--- src/rtl/pixel_scale.sv ---
// pixel_scale: colour-processing stage between panel_pulse and pixel_driver.
//
// Each RGBA pixel is scaled by its own alpha (stage 1). It is then scaled by a
// global brightness that is latched once per frame and capped at MAX_BRIGHT
// (stage 2). Scaling is S(c,k) = (c*(k+1)) >> 8, so k=255 passes c through
// unchanged and k=0 gives 0. Output uses valid/ready with full backpressure.
//
// Optional build macro PIXEL_SCALE_GAMMA_EN adds a third registered stage. That
// stage maps each colour through a 256-entry gamma ROM,
// g(x) = round(255*(x/255)^2.2). Latency becomes 3 and capacity 3 pixels.
// Without the macro the outputs are linear and latency is 2.
//
// Ports:
//   clk                         system clock, all logic on posedge
//   reset                       synchronous active-high reset
//   in_valid / in_ready         upstream handshake
//   in_red/green/blue/alpha     upstream pixel (8 bits each)
//   in_last                     final pixel of its frame
//   brightness                  global brightness, sampled at frame start only
//   out_valid / out_ready       downstream handshake
//   out_red/green/blue          scaled pixel (8 bits each)
//   out_last                    in_last carried alongside its pixel

module pixel_scale #(
  parameter int BRIGHT_RESET = 255,
  parameter int MAX_BRIGHT   = 255
) (
  input  logic       clk,
  input  logic       reset,
  input  logic       in_valid,
  output logic       in_ready,
  input  logic [7:0] in_red,
  input  logic [7:0] in_green,
  input  logic [7:0] in_blue,
  input  logic [7:0] in_alpha,
  input  logic       in_last,
  input  logic [7:0] brightness,
  output logic       out_valid,
  input  logic       out_ready,
  output logic [7:0] out_red,
  output logic [7:0] out_green,
  output logic [7:0] out_blue,
  output logic       out_last
);

  localparam logic [7:0] MAX_B       = (MAX_BRIGHT > 255) ? 8'd255 : 8'(MAX_BRIGHT);
  localparam logic [7:0] BRIGHT_INIT = (BRIGHT_RESET < MAX_BRIGHT) ? 8'(BRIGHT_RESET) : MAX_B;

  // The 16-bit product never overflows: 255 * 256 = 65280.
  function automatic logic [7:0] scale(input logic [7:0] c, input logic [7:0] k);
    logic [15:0] prod;
    prod = {8'd0, c} * ({8'd0, k} + 16'd1);
    return 8'(prod >> 8);
  endfunction

  // Channel index 2 = red, 1 = green, 0 = blue.
  logic [2:0][7:0] pix_c;
  logic [2:0][7:0] s1_c_reg, s1_c_next;
  logic [2:0][7:0] s2_c_reg, s2_c_next;
  logic            s1_valid_reg, s1_last_reg;
  logic            s2_valid_reg, s2_last_reg;
  logic [7:0]      s1_bright_reg;
  logic [7:0]      bright_q_reg;
  logic [7:0]      bright_next;
  logic            frame_start_reg;
  logic            accept;
  logic            s2_load;
  logic            s2_leave;

  assign pix_c = {in_red, in_green, in_blue};

  for (genvar gi = 0; gi < 3; gi++) begin : g_chan
    assign s1_c_next[gi] = scale(pix_c[gi], in_alpha);
    assign s2_c_next[gi] = scale(s1_c_reg[gi], s1_bright_reg);
  end

  // A frame-start pixel takes the fresh (capped) request. Every pixel carries
  // its brightness through stage 1, so stage 2 never sees a mid-frame change.
  assign bright_next = frame_start_reg ? ((brightness > MAX_B) ? MAX_B : brightness)
                                       : bright_q_reg;

  // Stage 2 loads when stage 1 holds data and stage 2 is empty or draining.
  // Stage 1 can take a new pixel if it is empty or is moving into stage 2.
  assign s2_load  = s1_valid_reg & (~s2_valid_reg | s2_leave);
  assign in_ready = ~s1_valid_reg | s2_load;
  assign accept   = in_valid & in_ready;

  always_ff @(posedge clk) begin
    if (reset) begin
      s1_valid_reg    <= 1'b0;
      s1_c_reg        <= '0;
      s1_last_reg     <= 1'b0;
      s1_bright_reg   <= '0;
      bright_q_reg    <= BRIGHT_INIT;
      frame_start_reg <= 1'b1;
    end else if (accept) begin
      s1_valid_reg    <= 1'b1;
      s1_c_reg        <= s1_c_next;
      s1_last_reg     <= in_last;
      s1_bright_reg   <= bright_next;
      bright_q_reg    <= bright_next;
      frame_start_reg <= in_last;
    end else if (s2_load) begin
      s1_valid_reg    <= 1'b0;
    end
  end

  always_ff @(posedge clk) begin
    if (reset) begin
      s2_valid_reg <= 1'b0;
      s2_c_reg     <= '0;
      s2_last_reg  <= 1'b0;
    end else if (s2_load) begin
      s2_valid_reg <= 1'b1;
      s2_c_reg     <= s2_c_next;
      s2_last_reg  <= s1_last_reg;
    end else if (s2_leave) begin
      s2_valid_reg <= 1'b0;
    end
  end

`ifdef PIXEL_SCALE_GAMMA_EN
  // Gamma ROM built at elaboration time; read is registered in stage 3.
  logic [7:0]      gamma_rom [256];
  logic [2:0][7:0] s3_c_reg, s3_c_next;
  logic            s3_valid_reg, s3_last_reg;

  for (genvar gi = 0; gi < 256; gi++) begin : g_gamma
    localparam int GV = $rtoi(255.0 * ((real'(gi) / 255.0) ** 2.2) + 0.5);
    assign gamma_rom[gi] = 8'(GV);
  end

  for (genvar gi = 0; gi < 3; gi++) begin : g_gamma_chan
    assign s3_c_next[gi] = gamma_rom[s2_c_reg[gi]];
  end

  assign s2_leave = s2_valid_reg & (~s3_valid_reg | out_ready);

  always_ff @(posedge clk) begin
    if (reset) begin
      s3_valid_reg <= 1'b0;
      s3_c_reg     <= '0;
      s3_last_reg  <= 1'b0;
    end else if (s2_leave) begin
      s3_valid_reg <= 1'b1;
      s3_c_reg     <= s3_c_next;
      s3_last_reg  <= s2_last_reg;
    end else if (out_ready) begin
      s3_valid_reg <= 1'b0;
    end
  end

  assign out_valid = s3_valid_reg;
  assign out_red   = s3_c_reg[2];
  assign out_green = s3_c_reg[1];
  assign out_blue  = s3_c_reg[0];
  assign out_last  = s3_last_reg;
`else
  // Stage 2 is the output register: it drains whenever downstream accepts.
  assign s2_leave = out_ready;

  assign out_valid = s2_valid_reg;
  assign out_red   = s2_c_reg[2];
  assign out_green = s2_c_reg[1];
  assign out_blue  = s2_c_reg[0];
  assign out_last  = s2_last_reg;
`endif

endmodule

--- config.mk ---
export PLATFORM = sky130hd
export DESIGN_NAME = pixel_scale
export DESIGN_NICKNAME = d
export VERILOG_FILES = /design/src/rtl/pixel_scale.sv
export SDC_FILE = /design/constraint.sdc
export NUM_CORES = 1
export LEC_CHECK = 0
export CELL_PAD_IN_SITES_DETAIL_PLACEMENT = 0
export CELL_PAD_IN_SITES_GLOBAL_PLACEMENT = 1
export CORE_ASPECT_RATIO = 0.6
export CORE_UTILIZATION = 45
export CTS_CLUSTER_SIZE = 16
export DETAILED_ROUTE_END_ITERATION = 10
export MAX_ROUTING_LAYER = met4
export PLACE_DENSITY_LB_ADDON = 0.25
export SKIP_LAST_GASP = 1
export SYNTH_ARGS = -nofsm -noshare
export SYNTH_HDL_FRONTEND = slang
export SYNTH_SLANG_ARGS = --single-unit
--- constraint.sdc ---
create_clock -name clk -period 12.7 [get_ports clk]
set_input_delay 2.54 -clock clk [delete_from_list [all_inputs] [get_ports clk]]
set_output_delay 2.54 -clock clk [all_outputs]
set_load 0.01 [all_outputs]
---- Word level (Yosys, flattened, before mapping) ----
Cells that the tools add are included.
W data, S select, Z words.
storage, ports and cells
  register bits ........................... 69
  bits of input ports ..................... 45
  output and inout bits ................... 27
  logic and storage cells ................. 36
operators by class
  add/sub/neg operators ................... 2
  multipliers ............................. 6
  order comparisons ....................... 1
  multiplexer cells ....................... 6
  bitwise logic cells ..................... 6
  reductions and logical operators ........ 2
operator list
  kind                   number
  $mul A8 B16 Y16        4
  $mul A8 B9 Y16         2
  $add A8 B1 Y9 const B  2
  $mux W8                2
  $gt A8 B8 Y1 const B   1
  $mux W1                4
  $reduce_bool A2 Y1     2
  $and A1 B1 Y1          2
  $not A1 Y1             2
  $or A1 B1 Y1           2

---- Depth between registers and ports, before layout ----
Gate-level depths: netlist of run 1.
  depth in word-level cells ............... 6
  depth in mapped cells ................... 20
  mapped depth without buffers ............ 19

---- Worst setup path after synthesis of run 1 ----
Ideal clock, no wire load.
  path kind ............................... input to register
  start ................................... input in_alpha[0]
  end ..................................... register s1_c_reg[12] (netlist bit)
  setup time .............................. 124 ps
  data arrival time ....................... 7038 ps
  data required time ...................... 12576 ps
  setup slack ............................. 5539 ps
  stages on the path ...................... 19
  path buffers ............................ 2
  cells stage by stage .................... clkbuf_1 nand3_1 xnor2_1 clkbuf_1 nand2_1 fa_1 fa_1 inv_1 fa_1 inv_1 fa_1 inv_1 ha_1 and3_1 a211oi_1 o21bai_1 a21oi_1 mux2i_1 nand3_1
between the ends
  cells in the longest elaborated chain, start to end .. 2
ends and longest elaborated chain
  item                  RTL line  RTL
  from (decl)           35        input logic [7:0] in_alpha,
  $add A8 B1 Y9         52        prod = {8'd0, c} * ({8'd0, k} + 16'd1);
  $mul A8 B16 Y16       52
  to (signal assigned)  98        s1_c_reg <= s1_c_next;
  to (decl)             58        logic [2:0][7:0] s1_c_reg, s1_c_next;
No other way between the ends.
A chain may end at the register's enable or synchronous reset.

---- Worst setup path after layout of run 1 ----
  start ................................... input in_alpha[0]
  end ..................................... register s1_c_reg[22] (netlist bit)
between the ends
  cells in the longest elaborated chain, start to end .. 2
ends and longest elaborated chain
  item            RTL line
  $add A8 B1 Y9   52
  $mul A8 B9 Y16  52
No other way between the ends.

==> impl_metrics.csv, run 1 <==
group,metric,value,unit
power,total_power,1820,µW
worst_setup_path,cp.arrival,8.66,ns
floorplanning,dieArea,34500,µm²
status,status,"completed",
grt,first_global_vias,11700,
cells_and_area,multi_input_area,12400,µm²
sta,tightest_slew,0.922,ns
sta,setup-violations-final,0,
yosys,yosys.cell_types.count,61,
yosys,async_flop_share,0,%
routing,drt_iter0_markers,529,
routing,antenna_left,0,
worst_setup_path,setup.worst_path.end_class,"flop",
yosys,syn_area_per_cell,8.72,µm²
clock_network,cts_sinks,69,
yosys,yosysWarnings,0,
routing,num_vias,11200,
clock_network,cts_buffers,9,
grt,grt_use_total,22.6,%
clock_network,clk_path_buf_depth,2,
placement,dp_hpwl,27.9,mm
cells_and_area,regArea,1380,µm²
grt,grt_max_degree,42,
sta,relSlewSlack,38.3,%
job,maxCapViolCount,0,
worst_setup_path,crit_type,"input pin to flop",
placement,post_dp_cell_area,16300,µm²
clock_network,htreeDepth,3,
yosys,synth_edf_count,0,
floorplanning,num_rows,51,
cells_and_area,final_cell_mix,"308 x inv_1, 281 x and2_1, 240 x fa_1",
yosys,syn_nets,2220,
power,p_per_area,109,nW/µm²
sta,setup_tns,0,ns
floorplanning,core_area,32800,µm²
floorplanning,num_io_pins,72,
sta,finalHoldViolCount,0,
cells_and_area,final_common_cell,"inv_1",
clock_network,cts_tree,"built",
clock_network,cts_resized,0,
sta,period_needed,8.40,ns
cells_and_area,largest_register_ffs,24,
worst_setup_path,critPathRequiredTime,12.96,ns
cells_and_area,final_nets,2252,
cells_and_area,layout-drive-gt1-share,3.21,%
cells_and_area,syn2layout_area_growth,9.54,%
sta,rsz0062_at_grt,"no",
routing,wl_per_cell,15.6,µm
sta,fin_crit_sh,66.1,%
worst_setup_path,crit_path_start_kind,"input pin",
grt,grt-ovfl-total,0,
floorplanning,start_util,46.3,%
clock_network,clock_latency,0.37,ns
worst_setup_path,crit_fanout,23,
power,peakVddDrop,0.0000594,V
yosys,syn_area,15200,µm²
sta,slew_viol_final,0,
clock_network,cts_hold_buf,0,
yosys,ys_seq_area_share,9.10,%
routing,drc,0,
clock_network,clkTransAtPathRegs,0.07,ns
placement,port_buffers,71,
sta,fin_skew,0.0105,ns
cells_and_area,fill_cells,3154,
floorplanning,die_h,144,µm
routing,drt_wl_total,34.7,mm
floorplanning,die_w,239,µm
cells_and_area,finalCoreUtilization,50.7,%
cells_and_area,postLayoutCellArea,16600,µm²
min_path,hold_path_class,"flop to flop",
yosys,synth_flop_cell,"dfxtp_1",
yosys,synth_seq_cells,69,
sta,max_freq,0.119,GHz
grt,grt_pass1_wl,59.8,mm
clock_network,cts_setup_buffers,0,
placement,gp_congestion,0.833,
clock_network,clockRootBuffer,"clkbuf_16",
routing,dr.pass1.iters,5,
routing,viasPerCell,5.04,
power,p_leak,0.00844,µW
yosys,synth_cells,1741,
cells_and_area,n_antenna_cell,0,
grt,antenna_found_initial,0,
[logic make-up after synthesis]
group           count (synthesis)  synth area share, %
compound gates                157                 7.04
fa+ha+maj                     434                 47.6
flops                          69                 9.10
mux                             9                0.593
xor+xnor                       58                 3.35
buf+inv                       378                 9.46
simple gates                  636                 22.8
[cell usage after synthesis, types with 14 or more instances]
cell type / number / area, µm²
a211o_1: 15 / 131
a211oi_1: 17 / 128
a21oi_1: 47 / 235
and2_1: 281 / 1760
and3_1: 14 / 87.6
clkbuf_1: 61 / 229
dfxtp_1: 69 / 1380
fa_1: 240 / 4800
ha_1: 194 / 2430
inv_1: 308 / 1160
nand2_1: 172 / 646
nand3_1: 25 / 125
nor2_1: 35 / 131
nor2b_1: 35 / 219
xnor2_1: 44 / 385
xor2_1: 14 / 123
[metrics by stage]
stage,hold WS (ns),setup slack [ns],std cells
CTS,0.456,4.29,2228
floorplan,0.432,5.54,1741
finish,0.454,4.30,2228
detailed placement,0.445,3.94,2212
global placement,0.439,4.16,2212
global route,0.470,3.93,2228
[worst max-delay path, cell delays in order]
cell	delay, ns
clkdlybuf4s50_1	0.88
ha_1	0.51
xor2_1	0.53
buf_4	0.32
and2_1	0.17
fa_1	0.46
fa_1	0.46
fa_1	0.52
inv_1	0.06
fa_1	0.48
inv_1	0.04
ha_1	0.32
a21o_1	0.19
a21o_1	0.19
o21ai_1	0.24
o21ai_1	0.22
a21o_1	0.22
a221o_1	0.28
[metal layers]
layer | routed length (µm) | vias to the layer above | global-route usage [%]
met4 | 237 | 0 | 3.34
met2 | 14400 | 161 | 33.0
met1 | 18500 | 5539 | 33.2
li1 | - | 5501 | -
met3 | 1630 | 20 | 3.74
met5 | 0 | - | -
[final cells by class]
type | instances | area share [%]
Clock buffer | 9 | 1.35
Clock inverter | 7 | 0.451
Inverter | 308 | 6.95
Multi-Input combinational cell | 1294 | 74.4
Sequential cell | 69 | 8.30
Tap cell | 450 | 3.38
Timing Repair Buffer | 91 | 5.14
[where the power goes]
group          switching (µW)  leakage [µW]  internal [µW]
registers                73.7      0.000566            251
clock network             124      0.000145            139
logic                     686       0.00773            542
total                     884       0.00844            931
[path summary, 6_finish.rpt]
check,start,endpoint,slack (ns),cells after the start
max,in_alpha[0],s1_c_reg[22],4.30,18
min,out_blue[2],out_blue[2],0.45,2
max reg2reg,s1_bright_reg[0],out_green[7],6.85,21
min reg2reg,out_blue[2],out_blue[2],0.45,2
Power figures use the tool's default switching activity.
==> inputs of run 2 (changes only) <==
--- a/config.mk
+++ b/config.mk
@@ -8,7 +8,7 @@
 export CELL_PAD_IN_SITES_DETAIL_PLACEMENT = 0
 export CELL_PAD_IN_SITES_GLOBAL_PLACEMENT = 1
 export CORE_ASPECT_RATIO = 0.6
-export CORE_UTILIZATION = 45
+export CORE_UTILIZATION = 44
 export CTS_CLUSTER_SIZE = 16
 export DETAILED_ROUTE_END_ITERATION = 10
 export MAX_ROUTING_LAYER = met4
==> constraint.sdc (replaced) <==
create_clock -name clk -period 7.1 [get_ports clk]
set_input_delay 1.42 -clock clk [delete_from_list [all_inputs] [get_ports clk]]
set_output_delay 1.42 -clock clk [all_outputs]
set_load 0.01 [all_outputs]
==> impl_metrics.csv, run 2 (synthesis results as in run 1) <==
group,metric,value,unit
status,status,"completed",
floorplanning,num_io_pins,72,
cells_and_area,final_cell_mix,"308 x inv_1, 281 x and2_1, 240 x fa_1",
cells_and_area,final_common_cell,"inv_1",
sta,max_freq,0.152,GHz
worst_setup_path,cp.arrival,6.85,ns
routing,dr.pass1.iters,5,
routing,antenna_left,0,
job,maxCapViolCount,0,
clock_network,cts_setup_buffers,0,
grt,grt_use_met1,32.5,%
worst_setup_path,crit_type,"input pin to flop",
placement,gp_congestion,0.840,
sta,setup_tns,0,ns
grt,first_global_vias,11900,
routing,wl_per_cell,15.4,µm
grt,grt-ovfl-total,0,
worst_setup_path,critPathRequiredTime,7.35,ns
cells_and_area,fill_cells,3305,
clock_network,cts_buffers,9,
power,total_power,3260,µW
routing,viasPerCell,5.03,
routing,drt_wl_total,34.5,mm
cells_and_area,syn2layout_area_growth,9.85,%
clock_network,cts_tree,"built",
clock_network,cts_hold_buf,0,
worst_setup_path,crit_path_start_kind,"input pin",
sta,tightest_slew,0.929,ns
grt,grt_max_degree,45,
clock_network,clk_path_buf_depth,2,
min_path,hold_path_class,"flop to flop",
floorplanning,start_util,44.9,%
placement,dp_hpwl,28.1,mm
routing,num_vias,11300,
placement,port_buffers,71,
grt,met3_usage,4.02,%
floorplanning,die_h,146,µm
clock_network,htreeDepth,3,
sta,fin_skew,0.0106,ns
sta,period_needed,6.60,ns
routing,drt_iter0_markers,559,
floorplanning,die_w,242,µm
grt,antenna_found_initial,0,
sta,setup-violations-final,0,
cells_and_area,largest_register_ffs,24,
clock_network,clockRootBuffer,"clkbuf_16",
cells_and_area,n_antenna_cell,0,
grt,grt_pass1_wl,60.3,mm
grt,busiest_layer,"met1",
sta,rsz0062_at_grt,"no",
grt,use_met2,30.8,%
sta,slew_viol_final,0,
sta,relSlewSlack,37.8,%
power,peakVddDrop,0.000120,V
floorplanning,core_area,33800,µm²
clock_network,clkTransAtPathRegs,0.06,ns
routing,drc,0,
power,p_per_area,195,nW/µm²
floorplanning,dieArea,35300,µm²
grt,grt_use_total,21.7,%
cells_and_area,final_nets,2256,
sta,finalHoldViolCount,0,
clock_network,cts_sinks,69,
cells_and_area,layout-drive-gt1-share,3.42,%
clock_network,clock_latency,0.36,ns
clock_network,cts_resized,0,
worst_setup_path,crit_fanout,24,
sta,fin_crit_sh,92.9,%
power,p_leak,0.00847,µW
worst_setup_path,setup.worst_path.end_class,"flop",
floorplanning,num_rows,52,
==> run 2: changes by cell type in the layout (fill, tap and decap cells not counted) <==
cell	previous run	this run
buf_4	20	23
inv_6	2	4
clkinv_8	1	0
clkinvlp_4	1	0
buf_12	0	1
==> run 2: power breakdown <==
group          internal (µW)  switching, µW  total [µW]
Sequential               448            130         579
Combinational            975           1240        2220
Clock                    249            213         462
==> run 2: cell type report <==
type | count | area, µm² | share of cell area, %
well taps | 459 | 574 | 3.44
clock buffers | 9 | 225 | 1.35
clock inverters | 7 | 68.8 | 0.413
inverters | 308 | 1160 | 6.93
repair buffers | 95 | 898 | 5.39
multi-input cells | 1294 | 12400 | 74.2
flip-flops and latches | 69 | 1380 | 8.28
==> run 2: final timing paths <==
path / startpoint / to / slack (ns) / cells past startpoint
setup / recovery: in_alpha[0] / s1_c_reg[22] / 0.50 / 20
setup reg to reg: s1_bright_reg[2] / out_blue[7] / 1.31 / 19
hold / removal: out_blue[4] / out_blue[4] / 0.45 / 2
hold reg to reg: out_blue[4] / out_blue[4] / 0.45 / 2
==> run 2: layer usage <==
layer	share of wire, %	wire length (µm)
met1	53	18200
met2	41	14200
met3	5.3	1840
met4	0.68	235
met5	0	0
==> run 2: worst max-delay path, stage by stage <==
cell and delay (ns):
clkdlybuf4s50_1 0.56, ha_1 0.24, nand2_1 0.09, nor2_1 0.12
xor2_1 0.27, buf_12 0.20, and2_1 0.17, fa_1 0.42
fa_1 0.51, fa_1 0.53, inv_1 0.06, fa_1 0.47
inv_1 0.04, ha_1 0.33, nand2_1 0.07, a211oi_1 0.31
o21ai_1 0.19, o21ai_1 0.42, a211oi_1 0.14, a221o_1 0.27
==> run 2: through the flow <==
| step | area, µm² | util [%] | setup slack [ns] | hold slack [ns] | cells |
|---|---|---|---|---|---|
| 4_1_cts | 16700 | 49.3 | 0.552 | 0.451 | 2241 |
| 3_3_place_gp | 16400 | 48.4 | 0.256 | 0.440 | 2225 |
| 6_report | 16700 | 49.3 | 0.505 | 0.445 | 2241 |
| 3_5_place_dp | 16400 | 48.4 | 0.182 | 0.442 | 2225 |
| 2_1_floorplan | 15200 | - | 1.06 | 0.432 | 1741 |
| 5_1_grt | 16700 | 49.3 | 0.152 | 0.475 | 2241 |
==> inputs of run 3 (changes only) <==
--- a/config.mk
+++ b/config.mk
@@ -5,6 +5,7 @@
 export SDC_FILE = /design/constraint.sdc
 export NUM_CORES = 1
 export LEC_CHECK = 0
+export ABC_CLOCK_PERIOD_IN_PS = 7100
 export CELL_PAD_IN_SITES_DETAIL_PLACEMENT = 0
 export CELL_PAD_IN_SITES_GLOBAL_PLACEMENT = 1
 export CORE_ASPECT_RATIO = 0.6
==> results of run 3 <==
Same layout as run 2: the final DEF is identical, and so are final timing and power.
